--- src/rtl/sram_arbiter.sv ---
// ============================================================================
// Module     : sram_arbiter
// Description: Fixed-priority arbiter sharing one async 32-bit SRAM between
//              an instruction-fetch port and a data port, with multi-cycle
//              read wait and write setup / WE pulse / hold timing.
// Revision   : 1.0 - initial release
// ============================================================================
`default_nettype none

module sram_arbiter #(
    parameter int ADDR_W    = 20,
    parameter int READ_WAIT = 1,
    parameter int WE_PULSE  = 2
) (
    input  logic              clk,
    input  logic              rst,
    input  logic              if_req,
    input  logic [ADDR_W-1:0] if_addr,
    output logic [31:0]       if_rdata,
    output logic              if_ack,
    input  logic              mem_req,
    input  logic              mem_we,
    input  logic [ADDR_W-1:0] mem_addr,
    input  logic [3:0]        mem_sel,
    input  logic [31:0]       mem_wdata,
    output logic [31:0]       mem_rdata,
    output logic              mem_ack,
    output logic [ADDR_W-1:0] ram_addr,
    input  logic [31:0]       ram_data_i,
    output logic [31:0]       ram_data_o,
    output logic              ram_data_oe,
    output logic              ram_ce_n,
    output logic              ram_oe_n,
    output logic              ram_we_n,
    output logic [3:0]        ram_be_n,
    output logic              busy
);

    typedef enum logic [2:0] {
        S_IDLE     = 3'd0,
        S_READ     = 3'd1,
        S_WR_SETUP = 3'd2,
        S_WR_PULSE = 3'd3,
        S_WR_HOLD  = 3'd4,
        S_DONE     = 3'd5
    } state_t;

    localparam logic [3:0] c_READ_LAST  = 4'(READ_WAIT);
    localparam logic [3:0] c_PULSE_LAST = 4'(WE_PULSE - 1);

    state_t     r_state;
    logic [3:0] r_cnt;
    logic       r_gnt_mem;

    always_ff @(posedge clk) begin
        if (rst) begin
            r_state     <= S_IDLE;
            r_cnt       <= 4'd0;
            r_gnt_mem   <= 1'b0;
            if_rdata    <= 32'd0;
            if_ack      <= 1'b0;
            mem_rdata   <= 32'd0;
            mem_ack     <= 1'b0;
            ram_addr    <= '0;
            ram_data_o  <= 32'd0;
            ram_data_oe <= 1'b0;
            ram_ce_n    <= 1'b1;
            ram_oe_n    <= 1'b1;
            ram_we_n    <= 1'b1;
            ram_be_n    <= 4'hF;
            busy        <= 1'b0;
        end else begin
            if_ack  <= 1'b0;
            mem_ack <= 1'b0;
            case (r_state)
                S_IDLE: begin
                    if (mem_req || if_req) begin
                        // Data port wins ties; the fetch port retries at the next IDLE.
                        r_gnt_mem <= mem_req;
                        ram_addr  <= mem_req ? mem_addr : if_addr;
                        busy      <= 1'b1;
                        ram_ce_n  <= 1'b0;
                        if (mem_req && mem_we) begin
                            r_state     <= S_WR_SETUP;
                            r_cnt       <= c_PULSE_LAST;
                            ram_oe_n    <= 1'b1;
                            ram_we_n    <= 1'b1;
                            ram_be_n    <= ~mem_sel;
                            ram_data_o  <= mem_wdata;
                            ram_data_oe <= 1'b1;
                        end else begin
                            r_state     <= S_READ;
                            r_cnt       <= c_READ_LAST;
                            ram_oe_n    <= 1'b0;
                            ram_be_n    <= 4'h0;
                            ram_data_oe <= 1'b0;
                        end
                    end
                end
                S_READ: begin
                    if (r_cnt == 4'd0) begin
                        if (r_gnt_mem) begin
                            mem_rdata <= ram_data_i;
                            mem_ack   <= 1'b1;
                        end else begin
                            if_rdata <= ram_data_i;
                            if_ack   <= 1'b1;
                        end
                        ram_ce_n <= 1'b1;
                        ram_oe_n <= 1'b1;
                        ram_be_n <= 4'hF;
                        r_state  <= S_DONE;
                    end else begin
                        r_cnt <= r_cnt - 4'd1;
                    end
                end
                S_WR_SETUP: begin
                    ram_we_n <= 1'b0;
                    r_state  <= S_WR_PULSE;
                end
                S_WR_PULSE: begin
                    if (r_cnt == 4'd0) begin
                        ram_we_n <= 1'b1;
                        r_state  <= S_WR_HOLD;
                    end else begin
                        r_cnt <= r_cnt - 4'd1;
                    end
                end
                S_WR_HOLD: begin
                    // Writes only ever come from the data port.
                    ram_ce_n    <= 1'b1;
                    ram_be_n    <= 4'hF;
                    ram_data_oe <= 1'b0;
                    mem_ack     <= 1'b1;
                    r_state     <= S_DONE;
                end
                S_DONE: begin
                    busy    <= 1'b0;
                    r_state <= S_IDLE;
                end
                default: begin
                    busy    <= 1'b0;
                    r_state <= S_IDLE;
                end
            endcase
        end
    end

endmodule

`default_nettype wire

--- config.mk ---
export PLATFORM = sky130hd
export DESIGN_NAME = sram_arbiter
export DESIGN_NICKNAME = d
export VERILOG_FILES = /design/src/rtl/sram_arbiter.sv
export SDC_FILE = /design/constraint.sdc
export NUM_CORES = 1
export LEC_CHECK = 0
export BUFFER_PORTS_ARGS = -buffer_cell sky130_fd_sc_hd__buf_4
export CORE_ASPECT_RATIO = 1.2
export CORE_MARGIN = 2
export CORE_UTILIZATION = 47
export DETAILED_ROUTE_END_ITERATION = 8
export GPL_ROUTABILITY_DRIVEN = 0
export PLACE_DENSITY = 0.79
export RECOVER_POWER = 100
export SYNTH_ARGS = -nofsm -noshare
export SYNTH_HDL_FRONTEND = slang
export SYNTH_SLANG_ARGS = --single-unit
--- constraint.sdc ---
create_clock -name clk -period 2.2 [get_ports clk]
set_input_delay 0.22 -clock clk [delete_from_list [all_inputs] [get_ports clk]]
set_output_delay 0.22 -clock clk [all_outputs]
set_load 0.02 [all_outputs]
# Yosys cells after proc, flatten, opt, wreduce, memory -nomap -nowiden
# Index checks and enable logic that the tools add are counted.
# totals
ff_bits,135
in_bits,113
output_inout_bits,127
# classes
addsub,1
eq_ne,9
muxes,29
n_bitwise,5
reduce_logical,23
# op_table
cell,count
AND reduction 3 bit,7
2-to-1 mux 20 bit,1
2-to-1 mux 4 bit,5
one-hot mux 3 bit (5 select lines),1
one-hot mux 4 bit (3 select lines),1
2-to-1 mux 1 bit,10
"!= test 2 bit, second input constant",5
2-to-1 mux 3 bit,3
one-hot mux 1 bit (2 select lines),4
one-hot mux 4 bit (2 select lines),1
"== test 3 x 2 -> 1 bit, second input constant",2
one-hot mux 1 bit (3 select lines),2
AND reduction 2 bit,3
nonzero test 2 bit,3
nonzero test 3 bit,2
zero test 4 bit,1
inverter 1 bit,4
inverter 4 bit,1
AND reduction 4 bit,1
OR reduction 4 bit,1
"subtractor 4 x 1 -> 4 bit, second input constant",1
"== test 3 x 1 -> 1 bit, second input constant",1
"== test 3 bit, second input constant",1
zero test 3 bit,1
other kinds (5),5

# Longest topological paths before layout
# Gate-level depths: netlist of the first run.
# depth
ltp_word,4
ltp_mapped,7

# Worst setup path after synthesis of the first run
# Ideal clock, no wire load.
# synth_path
path_type,register -> register
start,register r_cnt[0]
end,register if_rdata[10]
setup_ns,0.072
arrival_ns,1.698
required_time_ns,2.128
path_slack_ns,0.430
path_stages_with_launch,8
path_cell_list,dfxtp_1 inv_1 ha_1 or3b_1 buf_6 nor4_4 buf_6 mux2i_1
# synth_via
elab_chain_len,2
# synth_rtl
element,line,source
from (decl),52,logic [3:0] r_cnt;
from (signal assigned),85,r_cnt <= c_PULSE_LAST;
from (signal assigned),93,r_cnt <= c_READ_LAST;
from (signal assigned),114,r_cnt <= r_cnt - 4'd1;
zero test 4 bit,101,if (r_cnt == 4'd0) begin
AND reduction 3 bit (no source line),-,
to (signal assigned),106,if_rdata <= ram_data_i;
to (decl),19,"output logic [31:0] if_rdata,"
# Every way passes these cells.
# A chain may end at the register's enable or synchronous reset.

# Worst setup path after layout of the first run
# layout_path
start,register r_cnt[0]
end,register ram_be_n[1]
# layout_via
elab_chain_len,3
# layout_rtl
element,line,source
zero test 4 bit,101,
!= test 2 bit (no source line),-,
AND reduction 3 bit (no source line),-,
to (signal assigned),88,ram_be_n <= ~mem_sel;
to (decl),35,"output logic [3:0] ram_be_n,"
# Every way passes these cells.

==> results of run 1 <==
-- critical path, cell delays in order, from the launching register on --
cell      delay (ns)
dfxtp_1         0.32
inv_1           0.10
ha_1            0.19
or3b_1          0.47
clkbuf_1        0.20
o32ai_4         0.44
mux2i_1         0.24
-- per-layer routing --
metal	global-route usage [%]	vias to the layer above	share of wire (%)
met5	0	-	0
met3	7.75	20	7.4
met1	27.5	2407	39
li1	-	2520	-
met4	7.75	0	1.6
met2	42.7	195	52
-- sequential cells by signal (all words and copies together), names as in the netlist --
name / flops
ram_ce_n: 1
if_rdata: 32
busy: 1
if_ack: 1
ram_oe_n: 1
ram_be_n: 4
r_cnt: 4
ram_addr: 20
mem_ack: 1
mem_rdata: 32
ram_data_o: 32
ram_data_oe: 1
r_gnt_mem: 1
r_state: 3
ram_we_n: 1
-- kinds of logic (layout without fill, tap and decap cells) --
| kind of cell | count (synthesis) | count (layout) | synth area share [%] |
|---|---|---|---|
| XOR/XNOR | 1 | 1 | 0.161 |
| buffers and inverters | 65 | 294 | 5.32 |
| flip-flops | 135 | 135 | 49.5 |
| adder cells (fa/ha/maj) | 1 | 1 | 0.229 |
| AO/OA/AOI/OAI | 134 | 134 | 14.8 |
| multiplexers | 89 | 89 | 16.3 |
| AND/OR/NAND/NOR | 167 | 167 | 13.6 |
-- layout by cell type, fill, tap and decap left out, types with 2 or more instances in the layout --
| cell | instances |
|---|---|
| inv_1 | 9 |
| o221ai_1 | 2 |
| clkinv_2 | 3 |
| clkbuf_1 | 131 |
| bufinv_16 | 4 |
| buf_12 | 2 |
| o211ai_1 | 2 |
| nand2_1 | 102 |
| nor3_1 | 3 |
| a221oi_1 | 6 |
| buf_4 | 118 |
| clkinvlp_4 | 2 |
| nand3_1 | 32 |
| or4_1 | 2 |
| clkbuf_8 | 2 |
| mux2i_1 | 89 |
| o21ai_0 | 35 |
| nor2_1 | 13 |
| a211oi_1 | 20 |
| clkbuf_2 | 3 |
| clkbuf_16 | 17 |
| a32oi_1 | 2 |
| or3_1 | 2 |
| nand4_1 | 2 |
| dfxtp_1 | 135 |
| or2_2 | 2 |
| and2_1 | 2 |
| a21oi_1 | 60 |
-- area by class of cell --
cell class              count  area [sq um]  area share (%)
multi-input cells         392          2460            33.0
well taps                 157           196            2.64
clock buffers              21           460            6.19
inverters                  11          41.3           0.555
clock inverters             9           150            2.02
flip-flops and latches    135          2700            36.3
repair buffers            253          1430            19.3
-- final timing paths --
path | start | to | cells past startpoint
worst min register to register | if_rdata[6] | if_rdata[6] | 2
worst min-delay path | mem_wdata[8] | ram_data_o[8] | 3
worst max register to register | r_cnt[0] | ram_be_n[1] | 6
worst max-delay path | r_cnt[0] | ram_be_n[1] | 6
-- power breakdown --
group	switching, mW	internal (mW)
Sequential	0.197	2.75
Combinational	1.22	0.675
Clock	0.974	1.94
==> metrics.cfg, run 1 <==
[timing]
final-hold-violation-count=0
fin_worst_skew_ns=0.00746
slew_violations=0
tns_ns=0
finalCritPeriodShare_pct=92.5
layout_min_cycle_time_ns=2.04
slew_headroom_pct=60.0
setup_slack_ns=0.164
holdWs_ns=0.0799
setup_viol=0
tightest_slew_ns=0.600
rsz0062_at_grt=false
fmax_ghz=0.491

[clock_tree]
clock_sinks=135
ctsHtreeMaxLevel=4
tritoncts=done
root_buffer=clkbuf_16
insertion_delay_ns=0.40
cts_resized=0
cts_buffers=17
ctsHoldBuffers=0
post-cts-setup-buffers=0
clockBufferDepth=2
clkTransAtPathRegs_ns=0.06

[setup_path]
worstPathMaxFanout=6
cp.arrival_ns=2.36
rrSetupSlack_ns=0.16
cp-end-kind=register
crit_type=reg2reg
start_kind=register
critPathRequiredTime_ns=2.52

[routing]
wl_per_cell_um=15.6
drt-initial-drc-count=220
vias_per_cell=5.26
num_vias=5142
drtPass1Iterations=4
drc_errors=0
drt.antenna.violating_nets=0
wirelength_um=15300

[pwr]
power.leakage_nw=3.13
power_mw=7.75
ir_drop_v=0.000562
power_density_nw_per_um2=1040

[floorplanning]
die_w_um=102
initial_core_util_pct=47.6
die_y_um=122
io_pins=240
num_rows=43
die_area_sq_um=12500
core-area_sq_um=11500

[yosys]
syn_inst=592
ys_top_cells_by_count=dfxtp_1 (135), nand2_1 (102), mux2i_1 (89)
yosysSeqAreaShare_pct=49.5
synth.most_common_cell=dfxtp_1
synthesis.nets=706
ys_top_cells_by_area=dfxtp_1 (50%), mux2i_1 (16%), nand2_1 (7.0%)
synth_edf_count=0
syn-cell-area_sq_um=5460
synth_top_area_share_pct=49.5
yosys.cell_types.count=42
synthFlopType=dfxtp_1
async_reset_ff_share_pct=0
synth_top_area_cell=dfxtp_1
ys.warnings.count=0
synth_area_per_cell_sq_um=9.21
ys_ff_latch=135

[placed_design]
dp_cells=948
io_buffers=239
hpwl_um=11100
pre_cts_ws_ns=0.189
placed_cell_area_sq_um=7340

[finish]
num-fill-cells=1045
final_core_util_pct=64.9
drive_gt1_share_pct=19.2
antenna_cells=0
fin_nets=924
syn_to_final_growth_pct=36.4
final_area_sq_um=7440
fin_cells=978

[status]
status=completed

[hold_path]
worstHoldPathType=in2reg

[grt]
track_usage_pct=24.2
antenna_found_initial=0
grt_max_degree=95
grt_pass1_vias=4973
grt_pass1_wl_um=24000
grt_overflow=0

[run]
maxCapViolations=0

No activity file was read; power rests on OpenSTA's default activity.
==> inputs of run 2 (changes only) <==
--- a/config.mk
+++ b/config.mk
@@ -8,10 +8,11 @@
 export BUFFER_PORTS_ARGS = -buffer_cell sky130_fd_sc_hd__buf_4
 export CORE_ASPECT_RATIO = 1.2
 export CORE_MARGIN = 2
-export CORE_UTILIZATION = 47
+export CORE_UTILIZATION = 49
+export CTS_BUF_LIST = sky130_fd_sc_hd__clkbuf_8
 export DETAILED_ROUTE_END_ITERATION = 8
 export GPL_ROUTABILITY_DRIVEN = 0
-export PLACE_DENSITY = 0.79
+export PLACE_DENSITY = 0.82
 export RECOVER_POWER = 100
 export SYNTH_ARGS = -nofsm -noshare
 export SYNTH_HDL_FRONTEND = slang
==> metrics.cfg, run 2 (synthesized netlist as in run 1, its figures left out) <==
[clock_tree]
root_buffer=clkbuf_8
cts_buffers=17
clockBufferDepth=2
insertion_delay_ns=0.43
clkTransAtPathRegs_ns=0.07
post-cts-setup-buffers=0
clock_sinks=135
ctsHtreeMaxLevel=4
tritoncts=done

[finish]
drive_gt1_share_pct=19.2
reg_top3=if_rdata x32, mem_rdata x32, ram_data_o x32
seq_area_sq_um=2700
antenna_cells=0
mostFrequentLayoutCells=dfxtp_1 (135), clkbuf_1 (128), buf_4 (118)
fin_nets=924
multi_input_area_sq_um=2450
num-fill-cells=994
layout_commonest_cell=dfxtp_1
syn_to_final_growth_pct=30.6

[grt]
grt_pass1_vias=5224
grt_overflow=0
track_usage_pct=25.4
antenna_found_initial=0
grt_max_degree=100
grt_pass1_wl_um=24400

[timing]
tightest_slew_ns=0.647
fin_worst_skew_ns=0.00604
tns_ns=0
slew_headroom_pct=56.9
final-hold-violation-count=0
slew_violations=0
finalCritPeriodShare_pct=92.2
layout_min_cycle_time_ns=2.03
setup_viol=0
fmax_ghz=0.493
rsz0062_at_grt=false

[status]
status=completed

[routing]
wl_per_cell_um=16.0
drtPass1Iterations=5
num_vias=5168
drt-initial-drc-count=208
drt.antenna.violating_nets=0
vias_per_cell=5.43
drc_errors=0
wirelength_um=15200

[run]
maxCapViolations=0

[floorplanning]
initial_core_util_pct=49.9
die_y_um=120
num_rows=42
core-area_sq_um=10900
io_pins=240
die_area_sq_um=12000
die_w_um=100

[setup_path]
critPathRequiredTime_ns=2.55
cp.arrival_ns=2.38
start_kind=register
worstPathMaxFanout=9
worstReg2RegEnd=ram_be_n[3]
crit_type=reg2reg
rr_worst_depth=5
cp-end-kind=register
rrSetupSlack_ns=0.17
worstSetupEndpoint=ram_be_n[3]
critPathLaunch=r_cnt[0]
r2r-start=r_cnt[0]

[pwr]
power_density_nw_per_um2=927
power.leakage_nw=3.03
ir_drop_v=0.000450
power_mw=6.60

[placed_design]
io_buffers=239
hpwl_um=11300

[hold_path]
worstHoldPathType=in2reg

[run 2: worst max-delay path: stages (launching register included)]
cell and delay, ns:
dfxtp_1 0.33, inv_1 0.09, ha_1 0.20, or3b_4 0.46, o32ai_2 0.61, mux2i_1 0.26
[run 2: power by group]
group          total (mW)  internal, mW  switching (mW)
clock                1.78         0.937           0.841
combinational        1.89         0.671            1.21
sequential           2.94          2.75           0.193
total                6.60          4.35            2.25
[run 2: worst min path at each step]
stage / endpoint / slack (ns) / cells past startpoint / from
2_1_floorplan: ram_data_o[0] / 0.37 / 2 / mem_wdata[0]
3_3_place_gp: if_rdata[9] / 0.44 / 2 / if_rdata[9]
3_5_place_dp: mem_rdata[9] / 0.45 / 2 / mem_rdata[9]
4_1_cts: ram_data_o[21] / 0.02 / 3 / mem_wdata[21]
5_1_grt: ram_data_o[22] / 0.03 / 3 / mem_wdata[22]
6_report: ram_data_o[21] / 0.05 / 3 / mem_wdata[21]
[run 2: metal layers]
metal	up-vias	wire length (um)	GRT usage, %
met4	0	363	11.6
met5	-	0	0
met1	2408	5790	28.2
li1	2510	-	-
met3	34	1300	8.21
met2	216	7800	43.7
[run 2: cell type report]
class | count | area share [%]
clock buffers | 20 | 3.86
multi-input cells | 392 | 34.4
well taps | 132 | 2.32
clock inverters | 8 | 0.860
repair buffers | 253 | 20.1
flip-flops and latches | 135 | 37.9
inverters | 11 | 0.579
[run 2: repair_timing]
item | in CTS | in global routing
resized for setup | 0 | 1
endpoints found under the setup margin | 0 | 8
hold buffers | 0 | 0
[run 2: per-stage QoR]
step	util [%]	instances	setup WS (ns)	cell area, sq um	hold slack, ns
after floorplan	-	592	0.430	5460	0.368
after global placement	66.8	923	0.248	7300	0.443
after detailed placement	66.8	923	0.151	7300	0.452
after CTS	69.9	951	0.124	7640	0.0196
after global routing	65.2	951	0.0580	7130	0.0292
final	65.2	951	0.171	7130	0.0474
==> inputs of run 3 (changes only) <==
--- a/config.mk
+++ b/config.mk
@@ -12,8 +12,10 @@
 export CTS_BUF_LIST = sky130_fd_sc_hd__clkbuf_8
 export DETAILED_ROUTE_END_ITERATION = 8
 export GPL_ROUTABILITY_DRIVEN = 0
+export GPL_TIMING_DRIVEN = 0
 export PLACE_DENSITY = 0.82
 export RECOVER_POWER = 100
+export SKIP_LAST_GASP = 1
 export SYNTH_ARGS = -nofsm -noshare
 export SYNTH_HDL_FRONTEND = slang
 export SYNTH_SLANG_ARGS = --single-unit
==> metrics.cfg, run 3 (synthesized netlist as in run 1, its figures left out) <==
[pwr]
power_density_nw_per_um2=949
ir_drop_v=0.000527
power_mw=6.94
power.leakage_nw=3.10

[clock_tree]
post-cts-setup-buffers=0
cts_buffers=17
root_buffer=clkbuf_8
clockBufferDepth=2
clkTransAtPathRegs_ns=0.08
ctsHtreeMaxLevel=4
tritoncts=done
insertion_delay_ns=0.44
clock_sinks=135

[setup_path]
critPathLaunch=r_cnt[0]
worstReg2RegEnd=if_rdata[24]
crit_top_cell=buf_6
crit_buf_inv=3
crit_type=reg2reg
cp.arrival_ns=2.39
max_stage_delay_ns=0.38
start_kind=register
crit_path_cell_trace=inv_1, ha_1, or3b_1, buf_6, nor4_4, buf_6, mux2i_1
worstPathMaxFanout=10
rrSetupSlack_ns=0.16
rr_worst_depth=7
cp.depth=7
critPathTopFamily=simple AND/OR/NAND/NOR gates
critPathRequiredTime_ns=2.55
r2r-start=r_cnt[0]
crit_slowest_cell=or3b_1
cp-end-kind=register

[floorplanning]
die_area_sq_um=12000
die_y_um=120
die_w_um=100
num_rows=42
io_pins=240
core-area_sq_um=10900
initial_core_util_pct=49.9

[hold_path]
whs_endpoint=ram_data_o[1]
min_from=mem_wdata[1]
worstHoldPathType=in2reg
whs_path_depth=3

[timing]
setup_viol=0
tightest_slew_ns=0.753
fin_worst_skew_ns=0.00675
tns_ns=0
finalCritPeriodShare_pct=92.5
slew_headroom_pct=49.8
rsz0062_at_grt=false
fmax_ghz=0.491
final-hold-violation-count=0
layout_min_cycle_time_ns=2.04
slew_violations=0

[grt]
grt_pass1_vias=5532
grt_pass1_wl_um=26300
grt_overflow=0
track_usage_pct=27.5
grt_max_degree=17
antenna_found_initial=0

[finish]
layout_commonest_cell=clkbuf_1
final_area_sq_um=7310
antenna_cells=0
reg_top3=if_rdata x32, mem_rdata x32, ram_data_o x32
fin_nets=963
syn_to_final_growth_pct=34.0
drive_gt1_share_pct=18.7
mostFrequentLayoutCells=clkbuf_1 (164), dfxtp_1 (135), buf_4 (111)

[routing]
wl_per_cell_um=16.6
drtPass1Iterations=7
drt-initial-drc-count=248
wirelength_um=16500
drc_errors=0
drt.antenna.violating_nets=0
vias_per_cell=5.47
num_vias=5442

[run]
maxCapViolations=0

[placed_design]
hpwl_um=12700
io_buffers=238
placed_cell_area_sq_um=7410

[status]
status=completed

## run 3: cell count changes in the layout (fill, tap and decap cells not counted), sizes merged
cell	delta
buf	+1
clkbuf	+36
clkinvlp	+1
bufinv	+2
clkinv	+2
inv	+1
## run 3: timing repair
item | in CTS | in global routing
endpoints found under the hold margin | 0 | 0
endpoints found under the setup margin | 0 | 18
gates resized for setup | 0 | 1
hold buffers | 0 | 0
## run 3: worst max path at each step
stage | endpoint | slack (ns)
detailed placement | mem_rdata[4] | 0.15
global route | ram_ce_n | 0.05
CTS | mem_rdata[20] | 0.12
finish | if_rdata[24] | 0.16
global placement | mem_rdata[7] | 0.18
floorplan | if_rdata[10] | 0.43
## run 3: layer usage
layer	vias up	track usage, %	wire length [um]
li1	2594	-	-
met5	-	0	0
met1	2580	30.2	6450
met3	36	7.98	1200
met2	232	49.9	8500
met4	0	9.93	360
## run 3: tightest hold or removal path, delay by kind of cell
kind / cells / cell delay [ns]
AO/OA/AOI/OAI: 1 / 0.05
AND/OR/NAND/NOR: 1 / 0.06
buffers and inverters: 1 / 0.11
## run 3: report_power, final
group | total, mW | switching, mW | internal, mW
Clock | 2.03 | 0.913 | 1.12
Sequential | 2.92 | 0.170 | 2.75
Combinational | 1.99 | 1.28 | 0.707
## run 3: final cells by class
class	count	area [sq um]
Inverter	11	41.3
Sequential cell	135	2700
Timing Repair Buffer	238	1310
Buffer	54	246
Multi-Input combinational cell	392	2450
Clock buffer	18	248
Clock inverter	14	143
Tap cell	132	165
Fill cell	982	3620
## run 3: through the flow
step                      cells  worst slack [ns]  hold WS [ns]  utilization [%]
after floorplan             592             0.430         0.368                -
after global placement      962             0.183         0.443             67.8
after detailed placement    962             0.148         0.453             67.8
after CTS                   994             0.120        0.0298             71.3
after global routing        994            0.0491        0.0369             66.9
final                       994             0.164        0.0435             66.9
